--- src/rtl/register_file_mp_pkg.sv ---
// Shared register-file types and helpers for register_file_mp.
// The parity helper covers words up to 64 bits, so REGFILE_PARITY_EN builds need DATA_W <= 64.
package register_file_mp_pkg;

    localparam int REG_ZERO = 0;

    typedef logic [$clog2(32)-1:0] regsel_t;

    // Even parity: the returned bit makes the total count of ones even.
    function automatic logic even_parity(input logic [63:0] word);
        return ^word;
    endfunction

endpackage

--- src/rtl/register_file_mp_fwd_mux.sv ---
// Per-read-port next-data selector: stored word, or the highest-index matching write.
// A select of register zero always yields zero. Parity check output exists only with REGFILE_PARITY_EN.
module regfile_fwd_mux
    import register_file_mp_pkg::*;
#(
    parameter int DATA_W = 32,
    parameter int AW     = 5,
    parameter int NWR    = 1
) (
    input  logic [AW-1:0]         rsel,
    input  logic [DATA_W-1:0]     stored_dat,
`ifdef REGFILE_PARITY_EN
    input  logic                  stored_par,
    output logic                  fwd_perr,
`endif
    input  logic [NWR-1:0]        wen,
    input  logic [NWR*AW-1:0]     wsel,
    input  logic [NWR*DATA_W-1:0] wdat,
    output logic [DATA_W-1:0]     fwd_dat
);

    logic [DATA_W-1:0] dat_s;
    logic              zero_sel_s;

    assign zero_sel_s = (rsel == AW'(REG_ZERO));

    // Later (higher-index) write ports override earlier ones, mirroring the write path.
    always_comb begin
        dat_s = stored_dat;
        for (int j = 0; j < NWR; j++) begin
            dat_s = (wen[j] && (wsel[j*AW +: AW] == rsel)) ? wdat[j*DATA_W +: DATA_W] : dat_s;
        end
        fwd_dat = zero_sel_s ? {DATA_W{1'b0}} : dat_s;
    end

`ifdef REGFILE_PARITY_EN
    logic hit_s;

    // Forwarded data carries freshly computed parity, so only stored reads can flag an error.
    always_comb begin
        hit_s = 1'b0;
        for (int j = 0; j < NWR; j++) begin
            hit_s = hit_s | (wen[j] && (wsel[j*AW +: AW] == rsel));
        end
        fwd_perr = (zero_sel_s || hit_s) ? 1'b0 : (even_parity(64'(stored_dat)) ^ stored_par);
    end
`endif

endmodule

--- src/rtl/register_file_mp.sv ---
// Parametrised multi-port register file: registered write-first reads, r0 hardwired to zero.
// Optional macro REGFILE_PARITY_EN adds a stored even-parity bit per register and a perr output.
module register_file_mp
    import register_file_mp_pkg::*;
#(
    parameter  int DATA_W = 32,
    parameter  int NREGS  = 32,
    parameter  int NRD    = 2,
    parameter  int NWR    = 1,
    localparam int AW     = $clog2(NREGS)
) (
    input  logic                  CLK,
    input  logic                  nRST,
    input  logic [NRD-1:0]        ren,
    input  logic [NRD*AW-1:0]     rsel,
    output logic [NRD*DATA_W-1:0] rdat,
`ifdef REGFILE_PARITY_EN
    output logic [NRD-1:0]        perr,
`endif
    input  logic [NWR-1:0]        wen,
    input  logic [NWR*AW-1:0]     wsel,
    input  logic [NWR*DATA_W-1:0] wdat
);

    logic [DATA_W-1:0] mem_r     [NREGS];
    logic [DATA_W-1:0] fwd_dat_s [NRD];
`ifdef REGFILE_PARITY_EN
    logic              par_r      [NREGS];
    logic              fwd_perr_s [NRD];
`endif

    // Register array; the last matching write port in the loop wins a collision.
    always_ff @(posedge CLK or negedge nRST) begin
        if (!nRST) begin
            for (int k = 0; k < NREGS; k++) begin
                mem_r[k] <= {DATA_W{1'b0}};
`ifdef REGFILE_PARITY_EN
                par_r[k] <= 1'b0;
`endif
            end
        end else begin
            for (int j = 0; j < NWR; j++) begin
                if (wen[j] && (wsel[j*AW +: AW] != AW'(REG_ZERO))) begin
                    mem_r[wsel[j*AW +: AW]] <= wdat[j*DATA_W +: DATA_W];
`ifdef REGFILE_PARITY_EN
                    par_r[wsel[j*AW +: AW]] <= even_parity(64'(wdat[j*DATA_W +: DATA_W]));
`endif
                end
            end
        end
    end

    for (genvar i = 0; i < NRD; i++) begin : g_rd
        regfile_fwd_mux #(
            .DATA_W (DATA_W),
            .AW     (AW),
            .NWR    (NWR)
        ) u_fwd_mux (
            .rsel       (rsel[i*AW +: AW]),
            .stored_dat (mem_r[rsel[i*AW +: AW]]),
`ifdef REGFILE_PARITY_EN
            .stored_par (par_r[rsel[i*AW +: AW]]),
            .fwd_perr   (fwd_perr_s[i]),
`endif
            .wen        (wen),
            .wsel       (wsel),
            .wdat       (wdat),
            .fwd_dat    (fwd_dat_s[i])
        );
    end

    // Read lanes capture only when enabled and otherwise hold, even if the source changes.
    always_ff @(posedge CLK or negedge nRST) begin
        if (!nRST) begin
            rdat <= {(NRD*DATA_W){1'b0}};
        end else begin
            for (int i = 0; i < NRD; i++) begin
                if (ren[i]) begin
                    rdat[i*DATA_W +: DATA_W] <= fwd_dat_s[i];
                end
            end
        end
    end

`ifdef REGFILE_PARITY_EN
    // Parity flags follow the same capture/hold rule as their data lanes.
    always_ff @(posedge CLK or negedge nRST) begin
        if (!nRST) begin
            perr <= {NRD{1'b0}};
        end else begin
            for (int i = 0; i < NRD; i++) begin
                if (ren[i]) begin
                    perr[i] <= fwd_perr_s[i];
                end
            end
        end
    end
`endif

endmodule
--- config.mk ---
export PLATFORM = sky130hd
export DESIGN_NAME = register_file_mp
export DESIGN_NICKNAME = d
export VERILOG_FILES = /design/src/rtl/register_file_mp_pkg.sv /design/src/rtl/register_file_mp_fwd_mux.sv /design/src/rtl/register_file_mp.sv
export SDC_FILE = /design/constraint.sdc
export NUM_CORES = 2
export LEC_CHECK = 0
export CAP_MARGIN = 20
export CORE_AREA = 2 2 304 306
export CTS_CLUSTER_SIZE = 12
export DETAILED_ROUTE_END_ITERATION = 8
export DIE_AREA = 0 0 306 308
export GPL_TIMING_DRIVEN = 0
export PLACE_DENSITY = 0.78
export SLEW_MARGIN = 20
export SYNTH_ARGS = -nofsm -noshare
export SYNTH_HDL_FRONTEND = slang
export SYNTH_SLANG_ARGS = --single-unit
export TNS_END_PERCENT = 1
--- constraint.sdc ---
create_clock -name CLK -period 2.05 [get_ports CLK]
set_input_delay 0.41 -clock CLK [delete_from_list [all_inputs] [get_ports CLK]]
set_output_delay 0.41 -clock CLK [all_outputs]
set_load 0.005 [all_outputs]
# == After elaboration in Yosys (flattened, before gate mapping) ==
# Index checks and enable logic that the tools add are counted.
# word_totals
register_bits,1088
latchBits,0
ramBits,0
rom_bits,0
in_bits,52
out_inout_bits,64
wordCells,63
mem_count,0
# classes
addsub,0
multipliers,0
div,0
n_lt_le_gt_ge,4
n_eq_ne,2
n_shift,0
n_mux,13
n_bitwise,3
reduce_logical,7
# ops
cell,n
$bwmux 1024,1
$bmux 32 s5,2
$mux 32,9
$demux 32 s5,1
$ge 6x6->1 const B,3
$not 5->6,3
$eq 5x5->1,2
$logic_not 5->1,2
$lt 6x1->1 const B,1
$reduce_bool 5->1,1
$logic_and 1x1->1,4

# == Depth between registers and ports, before layout ==
# depth
depth_word,6
depth_mapped,9
depth_no_buf,5

# == Hierarchy ==
# Synthesis repeated with hierarchy kept, for this count alone.
# hier_totals
cells_unflattened,4992
area_unflattened_um2,59195.5
# modules_own_cells
module,instances,cells_per_inst,area_per_inst_um2,seq_area_each_um2
register_file_mp,1,4746,57904.3,27226.1
regfile_fwd_mux,2,123,645.6,0.0

# == Worst setup path after synthesis ==
# OpenSTA, ideal clock, no wires.
# synth_timing
kind,in2reg
startpoint,in rsel[7]
endpoint,reg rdat[63]
setup_ps,129
t_arrival_ps,2126
required_time_ps,1921
setup_slack_ps,-204
path_stages,7
n_path_buf,3
path_cell_list,buf_2 clkbuf_1 buf_1 mux4_2 a22oi_1 a21oi_1 a2111o_1
# synth_between
elab_chain_len,6
word_cells_on_any_way,9
classes_between,eq/ne (1); mux (5); bitwise (1); reduce/logical (2)
# synth_lines
item,line_no,rtl
"start, declared",register_file_mp.sv:15,"input logic [NRD*AW-1:0] rsel,"
$not 5->6 (not written as such),register_file_mp.sv:60,".stored_dat (mem_r[rsel[i*AW +: AW]]),"
$bmux 32 s5,register_file_mp.sv:60,
$mux 32 (not written as such) (2 in series),register_file_mp.sv:60,
$mux 32,register_file_mp_fwd_mux.sv:31,dat_s = (wen[j] && (wsel[j*AW +: AW] == rsel)) ? wdat[j*DATA_W +: DATA_W] : dat_s;
$mux 32 (*),register_file_mp_fwd_mux.sv:33,fwd_dat = zero_sel_s ? {DATA_W{1'b0}} : dat_s;
"end signal, assigned",register_file_mp.sv:75,rdat <= {(NRD*DATA_W){1'b0}};
"end signal, assigned by index",register_file_mp.sv:79,rdat[i*DATA_W +: DATA_W] <= fwd_dat_s[i];
"end, declared",register_file_mp.sv:16,"output logic [NRD*DATA_W-1:0] rdat,"
# Mark *: on every way between the ends. The rest lies on a longest branch, timed or not. The select of a mux whose other input is x is not followed.
# A chain may end at the register's enable or synchronous reset.

# == Worst setup path after layout ==
# layout_timing
startpoint,in wsel[0]
endpoint,reg mem_r[210] (netlist bit)
# layout_between
elab_chain_len,6
word_cells_on_any_way,9
classes_between,order compare (2); mux (3); bitwise (1); reduce/logical (3)
# layout_lines
item,line_no,rtl
"start, declared",register_file_mp.sv:21,"input logic [NWR*AW-1:0] wsel,"
$not 5->6 (not written as such),register_file_mp.sv:44,mem_r[wsel[j*AW +: AW]] <= wdat[j*DATA_W +: DATA_W];
$ge 6x6->1 (not written as such) / $lt 6x1->1 (equally long branches),register_file_mp.sv:44,
$logic_and 1x1->1 (not written as such),register_file_mp.sv:44,
$mux 32 (not written as such),register_file_mp.sv:44,
$demux 32 s5,register_file_mp.sv:44,
$bwmux 1024,register_file_mp.sv:44,
"end signal, assigned by index",register_file_mp.sv:36,mem_r[k] <= {DATA_W{1'b0}};
"end signal, assigned by index",register_file_mp.sv:44,
"end, declared",register_file_mp.sv:25,logic [DATA_W-1:0] mem_r [NREGS];
# Several ways; a longest one is shown, not always the timed one.

==> summary.txt <==
Cells and area
  – Filler instances: 6038
  – Layout cells sized above 1: 0.450
  – Most frequent cells in the layout: dfrtp_1, mux2_2, mux4_2
  – Commonest non-fill, non-tap cell in the layout: dfrtp_1
  – Final cell count without fillers: 5427
  – Nets: 4188
  – Area Overhead vs Synth: 14.1%
  – Final instance area: 64700 sq um

CTS
  – TritonCTS clock tree: built
  – H-Tree Depth: 3
  – CTS sink count: 1088
  – Reg clk slew, reported paths: 0.06 ns
  – Number of CTS-inserted buffers: 116
  – Root Buffer: clkbuf_16
  – Maximum clock path buffer count: 3
  – Latest clock arrival within the worst-skew pair: 0.73 ns

Logic synthesis
  – Count of cell types in the netlist: 33
  – Syn Std Cell Area: 56700 sq um
  – Gate Count Post-Synth: 3895
  – Syn_nets: 3947
  – Synth Area per Inst: 14.6 sq um
  – Post-synthesis sequential area ratio: 0.480
  – Synth warnings: 0
  – FF+latch count, synth: 1088

Global route
  – Antenna violations before repair: 14
  – Total global routing overflow: 0
  – First-pass GRT wire length: 279 mm
  – Pin count of the biggest net entering global routing: 133
  – GRT Total Usage: 0.414
  – Vias in the first global route: 41100

Flow run
  – Max-Cap Viols: 0

STA
  – F_max: 438 MHz
  – Endpoints failing hold: 87
  – Final critical-path required period: 2.29 ns
  – RSZ-0062 raised after global routing: true
  – Layout Skew: 0.0265 ns
  – Worst slew pin tran: 1.21 ns
  – Period utilization: 1.11
  – WHS: -0.405 ns
  – Slew Limit Fails: 0
  – Slew margin rel.: 0.190
  – Post-route setup slack: -0.235 ns
  – Setup violation total in the final timing report: 324

Setup path
  – R2r startpoint: mem_r[29]
  – CP startpoint: wsel[0]
  – WS Path Type: in2reg
  – CP Capture Type: flop
  – CP top delay family: simple AND/OR/NAND/NOR gates
  – Worst-path cell chain: clkbuf_1 -> nand2_1 -> or2_2 -> nor2_2 -> buf_2 -> mux2_2
  – WP data arrival: 2.88 ns
  – Worst path bufs/invs: 2
  – Critical Path RT: 2.64 ns
  – Slowest CP cell: nor2_2
  – Critical Path Source Type: primary input
  – Max FO, Critical Path: 10
  – Worst path max stage delay: 0.81 ns

Pwr
  – Net Sw Frac: 0.285
  – Int Pwr: 0.0448 W
  – Sequential Power Share: 0.459
  – Switching pwr: 0.0179 W
  – Leak Pwr: 28.4 nW
  – Max VDD drop: 0.000882 V
  – Power per cell area: 969 nW/um^2
  – Power share of the combinational group: 0.209
  – Clock share of power: 0.332

Placement
  – Dpl cell area: 60000 sq um
  – Dpl hpwl: 131 mm
  – Buffers on Ports: 105
  – Dpl cells: 5196
  – Final Wtd Congestion: 0.983
  – Worst slack, placed: -1.99 ns

Die
  – Die area: 94200 sq um
  – Row count: 111
  – Die W: 306 um
  – Initial core utilization: 0.623
  – Die height: 308 um
  – Core area: 91000 sq um
  – I/O Pins: 116

Detailed routing
  – Routed length per instance: 35.6 um
  – DRT iter0 DRCs: 5142
  – Final WL: 193 mm
  – Drt pass-1 iters: 9
  – DR vias/cell: 7.41
  – Total number of vias: 40200
  – Final ANT Viol Nets: 0
  – Detailed-route DRC error count: 0

Outcome
  – Failing checks: negative hold slack, negative setup slack
  – Outcome: finished with violations

Hold path
  – Hold Crit Class: in2async
registers in the layout, summed over array words and instances (netlist names):
signal	count
rdat	64
mem_r	1024
stage by stage:
| step | total power [W] | hold WS (ns) | utilization | TNS [ns] |
|---|---|---|---|---|
| final | 0.0627 | -0.405 | 0.711 | -30.73 |
| after global routing | 0.0647 | -0.382 | 0.711 | -35.11 |
| after CTS | 0.0622 | -0.395 | 0.708 | -10.36 |
| after detailed placement | 0.0415 | 0.351 | 0.660 | -794.17 |
| after global placement | 0.0406 | 0.452 | 0.657 | - |
| after floorplan | 0.0369 | 0.114 | - | -0.995 |
timing repair:
item                       in CTS  in global routing
gates resized for setup       220                 81
buffers inserted               12                  0
pin swaps                      15                  0
setup endpoints to repair     402                523
hold endpoints to repair       77                 77
kinds of logic after synthesis:
logic type                synth area share
muxes                                0.395
DFF                                  0.480
AOI/OAI and AO/OA                   0.0762
buffers and inverters               0.0344
and+or+nand+nor                     0.0130
xor gates and xnor gates           0.00154
final cells by class:
class	instances	area [sq um]	share of cell area
multi-input cells	2358	28100	0.434
flip-flops and latches	1088	27200	0.421
clock buffers	177	3430	0.0531
plain buffers	441	2700	0.0418
well taps	1186	1480	0.0229
repair buffers	127	1450	0.0224
clock inverters	35	282	0.00435
diodes	11	27.5	0.000425
inverters	4	22.5	0.000348
path summary, 6_finish.rpt:
kind | to | slack [ns] | cells after the start
max in group asynchronous | mem_r[20] | 0.39 | 4
setup reg to reg | rdat[29] | 0.12 | 4
min in group CLK | rdat[62] | 0.44 | 3
hold / removal | mem_r[933] | -0.41 | 1
setup / recovery | mem_r[210] | -0.24 | 6
hold reg to reg | mem_r[1016] | 0.48 | 1
routing by layer:
metal	share of wire	wire, um	global-route usage	up-vias
met5	0.0016	311	0.0109	-
met1	0.36	68700	0.522	21000
met2	0.45	86200	0.618	2796
li1	-	-	-	15700
met4	0.071	13800	0.245	13
met3	0.12	24100	0.149	780
Yosys cell counts:
cell type | number | area (sq um)
nor2b_1 | 68 | 425
and2_1 | 4 | 25.0
buf_2 | 70 | 350
and3_1 | 1 | 6.26
o21a_1 | 2 | 15.0
or4_1 | 2 | 15.0
nor2_1 | 21 | 78.8
nand2_1 | 18 | 67.6
nand4_1 | 2 | 12.5
and3b_1 | 1 | 8.76
mux2_2 | 984 | 11100
xnor2_1 | 10 | 87.6
buf_1 | 59 | 221
or2_2 | 1 | 6.26
mux4_2 | 384 | 8650
o21ai_0 | 66 | 330
buf_6 | 8 | 90.1
a22oi_1 | 192 | 1440
clkbuf_1 | 276 | 1040
mux2_1 | 8 | 90.1
nand3_1 | 2 | 10.0
buf_4 | 32 | 240
a2111o_1 | 64 | 721
a21oi_1 | 128 | 641
nor3_1 | 3 | 15.0
a221oi_1 | 128 | 1120
inv_1 | 4 | 15.0
or3b_2 | 1 | 8.76
nor3b_1 | 4 | 30.0
o211ai_2 | 4 | 50.1
dfrtp_1 | 1088 | 27200
nand3b_1 | 4 | 30.0
mux2i_1 | 256 | 2560
power groups by stage:
stage | clock network [W] | registers (W) | logic (W)
floorplan | 0 | 0.0278 | 0.00906
global placement | 0 | 0.0287 | 0.0119
detailed placement | 0 | 0.0289 | 0.0126
CTS | 0.0208 | 0.0286 | 0.0128
global route | 0.0217 | 0.0292 | 0.0138
finish | 0.0208 | 0.0288 | 0.0131
(Power assumes the default switching activity.)
